[src/rtl/draw_pkg.sv]
// Shared definitions for the drawing pipeline.
//   COORD_W / COLOR_W       : pixel coordinate and colour code widths
//   CANVAS_W / CANVAS_H     : canvas size; valid x 0..CANVAS_W-1, y 0..CANVAS_H-1
//   color_t                 : colour codes shared with the colour decoder
//   stamp_state_t           : brush stamper sequencing states
package draw_pkg;

  localparam int COORD_W  = 8;
  localparam int COLOR_W  = 3;
  localparam int CANVAS_W = 160;
  localparam int CANVAS_H = 120;

  typedef enum logic [COLOR_W-1:0] {
    COLOR_BLACK   = 3'd0,
    COLOR_BLUE    = 3'd1,
    COLOR_GREEN   = 3'd2,
    COLOR_CYAN    = 3'd3,
    COLOR_RED     = 3'd4,
    COLOR_MAGENTA = 3'd5,
    COLOR_YELLOW  = 3'd6,
    COLOR_WHITE   = 3'd7
  } color_t;

  typedef enum logic [1:0] {
    IDLE  = 2'd0,
    STAMP = 2'd1,
    DONE  = 2'd2
  } stamp_state_t;

endpackage

[src/rtl/stamp_clip.sv]
// Combinational brush footprint clipper.
// Clamps the radius to MAX_RADIUS and clips the square footprint around
// (x, y) to the canvas.
//   x, y          : brush centre
//   radius        : requested half-width
//   x0, x1        : first/last column of the clipped footprint
//   y0, y1        : first/last row of the clipped footprint
//   out_of_canvas : centre lies outside the canvas; command must be dropped
module stamp_clip
  import draw_pkg::*;
#(
  parameter int RAD_W      = 3,
  parameter int MAX_RADIUS = 3
) (
  input  logic [COORD_W-1:0] x,
  input  logic [COORD_W-1:0] y,
  input  logic [RAD_W-1:0]   radius,
  output logic [COORD_W-1:0] x0,
  output logic [COORD_W-1:0] x1,
  output logic [COORD_W-1:0] y0,
  output logic [COORD_W-1:0] y1,
  output logic               out_of_canvas
);

  // One extra bit so that centre - radius can go negative.
  typedef logic signed [COORD_W:0] scoord_t;

  localparam scoord_t X_MAX = scoord_t'(CANVAS_W - 1);
  localparam scoord_t Y_MAX = scoord_t'(CANVAS_H - 1);

  logic [RAD_W-1:0] r_clamped;
  scoord_t          xs, ys, rs;
  scoord_t          x_lo, x_hi, y_lo, y_hi;

  assign r_clamped = (radius > RAD_W'(MAX_RADIUS)) ? RAD_W'(MAX_RADIUS) : radius;

  assign xs = scoord_t'(x);
  assign ys = scoord_t'(y);
  assign rs = scoord_t'(r_clamped);

  assign x_lo = xs - rs;
  assign x_hi = xs + rs;
  assign y_lo = ys - rs;
  assign y_hi = ys + rs;

  // A set sign bit means the low edge fell off the canvas: clip to 0.
  assign x0 = x_lo[COORD_W] ? '0 : x_lo[COORD_W-1:0];
  assign y0 = y_lo[COORD_W] ? '0 : y_lo[COORD_W-1:0];
  assign x1 = (x_hi > X_MAX) ? X_MAX[COORD_W-1:0] : x_hi[COORD_W-1:0];
  assign y1 = (y_hi > Y_MAX) ? Y_MAX[COORD_W-1:0] : y_hi[COORD_W-1:0];

  // The high-edge sums may wrap for off-canvas centres; those commands are
  // discarded through this flag, so the wrapped bounds are never used.
  assign out_of_canvas = (x >= COORD_W'(CANVAS_W)) || (y >= COORD_W'(CANVAS_H));

endmodule

[src/rtl/brush_stamper.sv]
// Brush stamper: turns one brush command into a raster of single-pixel
// frame-store writes covering the clipped square footprint.
//   clk, reset     : clock, asynchronous active-high reset
//   cmd_valid/ready: command handshake (ready only while IDLE)
//   cmd_x, cmd_y   : brush centre
//   cmd_color      : colour code
//   cmd_radius     : brush half-width (clamped to MAX_RADIUS)
//   wr_en/x/y/color: frame-store write port, one pixel per cycle
//   busy           : stamp in progress
//   done           : one-cycle pulse when the command is retired
module brush_stamper
  import draw_pkg::*;
#(
  parameter int RAD_W      = 3,
  parameter int MAX_RADIUS = 3
) (
  input  logic               clk,
  input  logic               reset,
  input  logic               cmd_valid,
  output logic               cmd_ready,
  input  logic [COORD_W-1:0] cmd_x,
  input  logic [COORD_W-1:0] cmd_y,
  input  logic [COLOR_W-1:0] cmd_color,
  input  logic [RAD_W-1:0]   cmd_radius,
  output logic               wr_en,
  output logic [COORD_W-1:0] wr_x,
  output logic [COORD_W-1:0] wr_y,
  output logic [COLOR_W-1:0] wr_color,
  output logic               busy,
  output logic               done
);

  stamp_state_t       state_reg, state_next;
  logic [COORD_W-1:0] cx_reg, cx_next;
  logic [COORD_W-1:0] cy_reg, cy_next;
  logic [COORD_W-1:0] x0_reg, x0_next;
  logic [COORD_W-1:0] x1_reg, x1_next;
  logic [COORD_W-1:0] y1_reg, y1_next;
  logic [COLOR_W-1:0] color_reg, color_next;
  logic               wr_en_reg, busy_reg, done_reg;

  logic [COORD_W-1:0] clip_x0, clip_x1, clip_y0, clip_y1;
  logic               clip_oob;

  stamp_clip #(
    .RAD_W      (RAD_W),
    .MAX_RADIUS (MAX_RADIUS)
  ) u_clip (
    .x             (cmd_x),
    .y             (cmd_y),
    .radius        (cmd_radius),
    .x0            (clip_x0),
    .x1            (clip_x1),
    .y0            (clip_y0),
    .y1            (clip_y1),
    .out_of_canvas (clip_oob)
  );

  assign cmd_ready = (state_reg == IDLE);

  // The raster counters are the write address, so wr_x/wr_y come straight
  // from registers and line up with the registered wr_en.
  assign wr_en    = wr_en_reg;
  assign wr_x     = cx_reg;
  assign wr_y     = cy_reg;
  assign wr_color = color_reg;
  assign busy     = busy_reg;
  assign done     = done_reg;

  always_comb begin
    state_next = state_reg;
    cx_next    = cx_reg;
    cy_next    = cy_reg;
    x0_next    = x0_reg;
    x1_next    = x1_reg;
    y1_next    = y1_reg;
    color_next = color_reg;
    case (state_reg)
      IDLE: begin
        if (cmd_valid) begin
          color_next = cmd_color;
          x0_next    = clip_x0;
          x1_next    = clip_x1;
          y1_next    = clip_y1;
          cx_next    = clip_x0;
          cy_next    = clip_y0;
          state_next = clip_oob ? DONE : STAMP;
        end
      end
      STAMP: begin
        if (cx_reg == x1_reg) begin
          if (cy_reg == y1_reg) begin
            state_next = DONE;
          end else begin
            cx_next = x0_reg;
            cy_next = cy_reg + 1'b1;
          end
        end else begin
          cx_next = cx_reg + 1'b1;
        end
      end
      DONE:    state_next = IDLE;
      default: state_next = IDLE;
    endcase
  end

  always_ff @(posedge clk or posedge reset) begin
    if (reset) begin
      state_reg <= IDLE;
      cx_reg    <= '0;
      cy_reg    <= '0;
      x0_reg    <= '0;
      x1_reg    <= '0;
      y1_reg    <= '0;
      color_reg <= '0;
      wr_en_reg <= 1'b0;
      busy_reg  <= 1'b0;
      done_reg  <= 1'b0;
    end else begin
      state_reg <= state_next;
      cx_reg    <= cx_next;
      cy_reg    <= cy_next;
      x0_reg    <= x0_next;
      x1_reg    <= x1_next;
      y1_reg    <= y1_next;
      color_reg <= color_next;
      wr_en_reg <= (state_next == STAMP);
      busy_reg  <= (state_next == STAMP);
      done_reg  <= (state_next == DONE);
    end
  end

endmodule

[config.mk]
export PLATFORM = sky130hd
export DESIGN_NAME = brush_stamper
export DESIGN_NICKNAME = d
export VERILOG_FILES = /design/src/rtl/draw_pkg.sv /design/src/rtl/stamp_clip.sv /design/src/rtl/brush_stamper.sv
export SDC_FILE = /design/constraint.sdc
export NUM_CORES = 1
export LEC_CHECK = 0
export BUFFER_PORTS_ARGS = -buffer_cell sky130_fd_sc_hd__clkbuf_2
export CAP_MARGIN = 10
export CORE_AREA = 2 2 84 86
export CTS_CLUSTER_SIZE = 12
export DETAILED_ROUTE_END_ITERATION = 6
export DIE_AREA = 0 0 86 88
export PLACE_DENSITY = 0.78
export SYNTH_ARGS = -nofsm -noshare
export SYNTH_HDL_FRONTEND = slang
export SYNTH_SLANG_ARGS = --single-unit
[constraint.sdc]
create_clock -name clk -period 1.7 [get_ports clk]
set_input_delay 0.17 -clock clk [delete_from_list [all_inputs] [get_ports clk]]
set_output_delay 0.17 -clock clk [all_outputs]
set_load 0.02 [all_outputs]
==> reports/metrics.cfg <==
[power]
p_total_mw=7.54
powerDensity_nw_per_um2=1530
ir_drop_mv=0.564
leakagePower_nw=2.28

[floorplan]
die-height_um=88
num_rows=30
core_sq_um=6640
die_w_um=86
pin_count=48
start_util_pct=51.6
die_area_sq_um=7570

[critical_path]
cp-startpoint=wr_x[0]$_DFFE_PP0P_
r2r_end=wr_x[2]$_DFFE_PP0P_
cp.required_ps=1890
rrSetupSlack_ps=-250
cp-start-kind=register
arrival_ps=2140
timing.critical_path.to=wr_x[2]$_DFFE_PP0P_
r2r_start=wr_x[0]$_DFFE_PP0P_
reg2reg_depth=7
endpoint_kind=register
critPathKind=reg -> reg
crit_path_max_fanout=7

[layout]
area_growth_pct=43.9
n_antenna_cell=0
mostFrequentLayoutCells=buf_4 (75), clkbuf_2 (45), nand2_1 (43)
drive_above_1_share_pct=42.9
utilization_pct=74.3
num-fill-cells=440
layout.nets=556
finalInstanceArea_sq_um=4940
final_common_cell=buf_4

[global_route]
grt_pass1_wl_mm=16.1
grt_start_max_net_pins=35
grt_pass1_vias=3331
grt_usage_pct=27.0
overflow=0
antenna_found_initial=0

[logic_synthesis]
yosysWarnings=0
ys_ff_latch=47
synthCells=392
netlist_area_sq_um=3430
synth-edff-count=0
synth-main-ff-cell=dfrtp_1
async_reset_ff_share_pct=100
synth.avg_cell_area_sq_um=8.75
yosysSeqAreaShare_pct=34.3
ys_types=59

[cts]
cts_root_buf=clkbuf_8
insertion_delay_ps=300
ctsLongestPathBuffers=2
cts_tree=built
htree_levels=2
cts_made_buffers=5
cts_num_sinks=47
clkTransAtPathRegs_ps=90

[drt]
post-route-drc-count=0
wl_per_cell_um=17.0
drt_iter0_markers=157
firstDrtPassIters=4
dr_total_vias=3401
via_per_inst=5.74
ant_nets=0
finalWirelength_mm=10.1

[placement]
port_buffers=47
place_congestion=0.926
dp.final_hpwl_mm=6.77
dpl-instance-area_sq_um=4320

[timing]
grt_setup_unrepaired=true
finalHoldViolations=0
fmaxAchievable_mhz=513
final-setup-viol-count=27
fin_ws_ps=-249
skew_ps=4.83
maxSlewHeadroom_pct=66.3
min_period_over_period_pct=115
worst_pin_slew_ps=503
final-max-slew-violation-count=0
post-route-min-period_ps=1950

[outcome]
outcome=complete, but fails checks
violations=negative setup slack

[min_path]
worstHoldPathType=in -> reg

[job]
cap_viol_max_count=0

kinds of logic after synthesis:
| logic type | Yosys count | share of synthesized area, % |
|---|---|---|
| simple gates | 137 | 19.3 |
| compound gates | 98 | 19.4 |
| flops | 47 | 34.3 |
| xor+xnor | 37 | 9.45 |
| buf+inv | 36 | 4.63 |
| fa+ha+maj | 19 | 7.80 |
| mux | 16 | 4.96 |
| other cells | 2 | 0.219 |
final cells by class:
cell class | count | area [sq um] | share of cell area [%]
multi-input cells | 311 | 2510 | 50.9
flip-flops and latches | 47 | 1180 | 23.9
repair buffers | 133 | 968 | 19.6
well taps | 80 | 100 | 2.03
clock buffers | 6 | 82.6 | 1.67
inverters | 14 | 52.6 | 1.06
clock inverters | 2 | 38.8 | 0.785
per-stage QoR:
stage                     std cells  setup TNS (ps)  hold WS, ps  setup slack [ps]
after CTS                       588           -3220         51.5              -214
after floorplan                 394           -5340          275              -294
after detailed placement        567          -13130          178              -462
after global placement          567          -11340          175              -430
final                           593           -4620         53.5              -249
after global routing            593           -6880         64.4              -309
worst max-delay path, stage by stage, from the launching register on:
cell     delay, ps
dfrtp_1        400
xor2_1         200
nor4_2         270
buf_4          210
a41oi_4        170
nor2_4         130
buf_12         140
mux2_4         310
synthesized netlist by cell type, types with 4 or more instances:
library cell	instances	share of area [%]
dfrtp_1	47	34
nand2_1	46	5.0
a31oi_1	6	1.1
inv_1	14	1.5
mux2_2	8	2.6
nand2b_1	5	0.91
and3_1	6	1.1
nand3_1	9	1.3
nor2_1	33	3.6
fa_1	4	2.3
mux2i_1	8	2.3
xor2_1	27	6.9
a21oi_1	23	3.4
nor3_1	9	1.3
xnor2_1	10	2.6
nand4_1	4	0.73
o21ai_1	4	0.58
o21ai_0	26	3.8
o21bai_1	4	0.88
ha_1	15	5.5
nor2b_1	6	1.1
clkbuf_1	13	1.4
o211ai_1	6	1.3
metal layers:
metal | track usage, % | vias up | wire, um
met5 | 0 | - | 0
met3 | 3.86 | 28 | 472
met4 | 8.51 | 0 | 280
met2 | 47.0 | 121 | 5070
li1 | - | 1605 | -
met1 | 34.7 | 1647 | 4260
report_power, final:
| group | switching, mW | internal, mW |
|---|---|---|
| logic | 2.52 | 2.07 |
| clock network | 0.394 | 0.484 |
| registers | 0.419 | 1.65 |
worst min-delay path by stage:
stage | endpoint | slack [ps] | start | depth (start not counted)
final | wr_color[1]$_DFFE_PP0P_ | 50 | cmd_color[1] | 3
after global routing | wr_color[2]$_DFFE_PP0P_ | 60 | cmd_color[2] | 3
after global placement | x0_reg[4]$_DFFE_PP0P_ | 170 | reset | 2
after floorplan | wr_color[0]$_DFFE_PP0P_ | 280 | cmd_color[0] | 2
after CTS | wr_color[1]$_DFFE_PP0P_ | 50 | cmd_color[1] | 3
after detailed placement | x0_reg[4]$_DFFE_PP0P_ | 180 | reset | 2
what timing repair did:
item                                   in CTS  in global routing
buffers inserted                           12                  6
hold buffers                                1                  0
pin swaps                                  32                 21
endpoints found under the hold margin      19                  0
setup endpoints to repair                  34                 34
gates resized for setup                    52                 20
No activity file was read; power rests on OpenSTA's default activity.
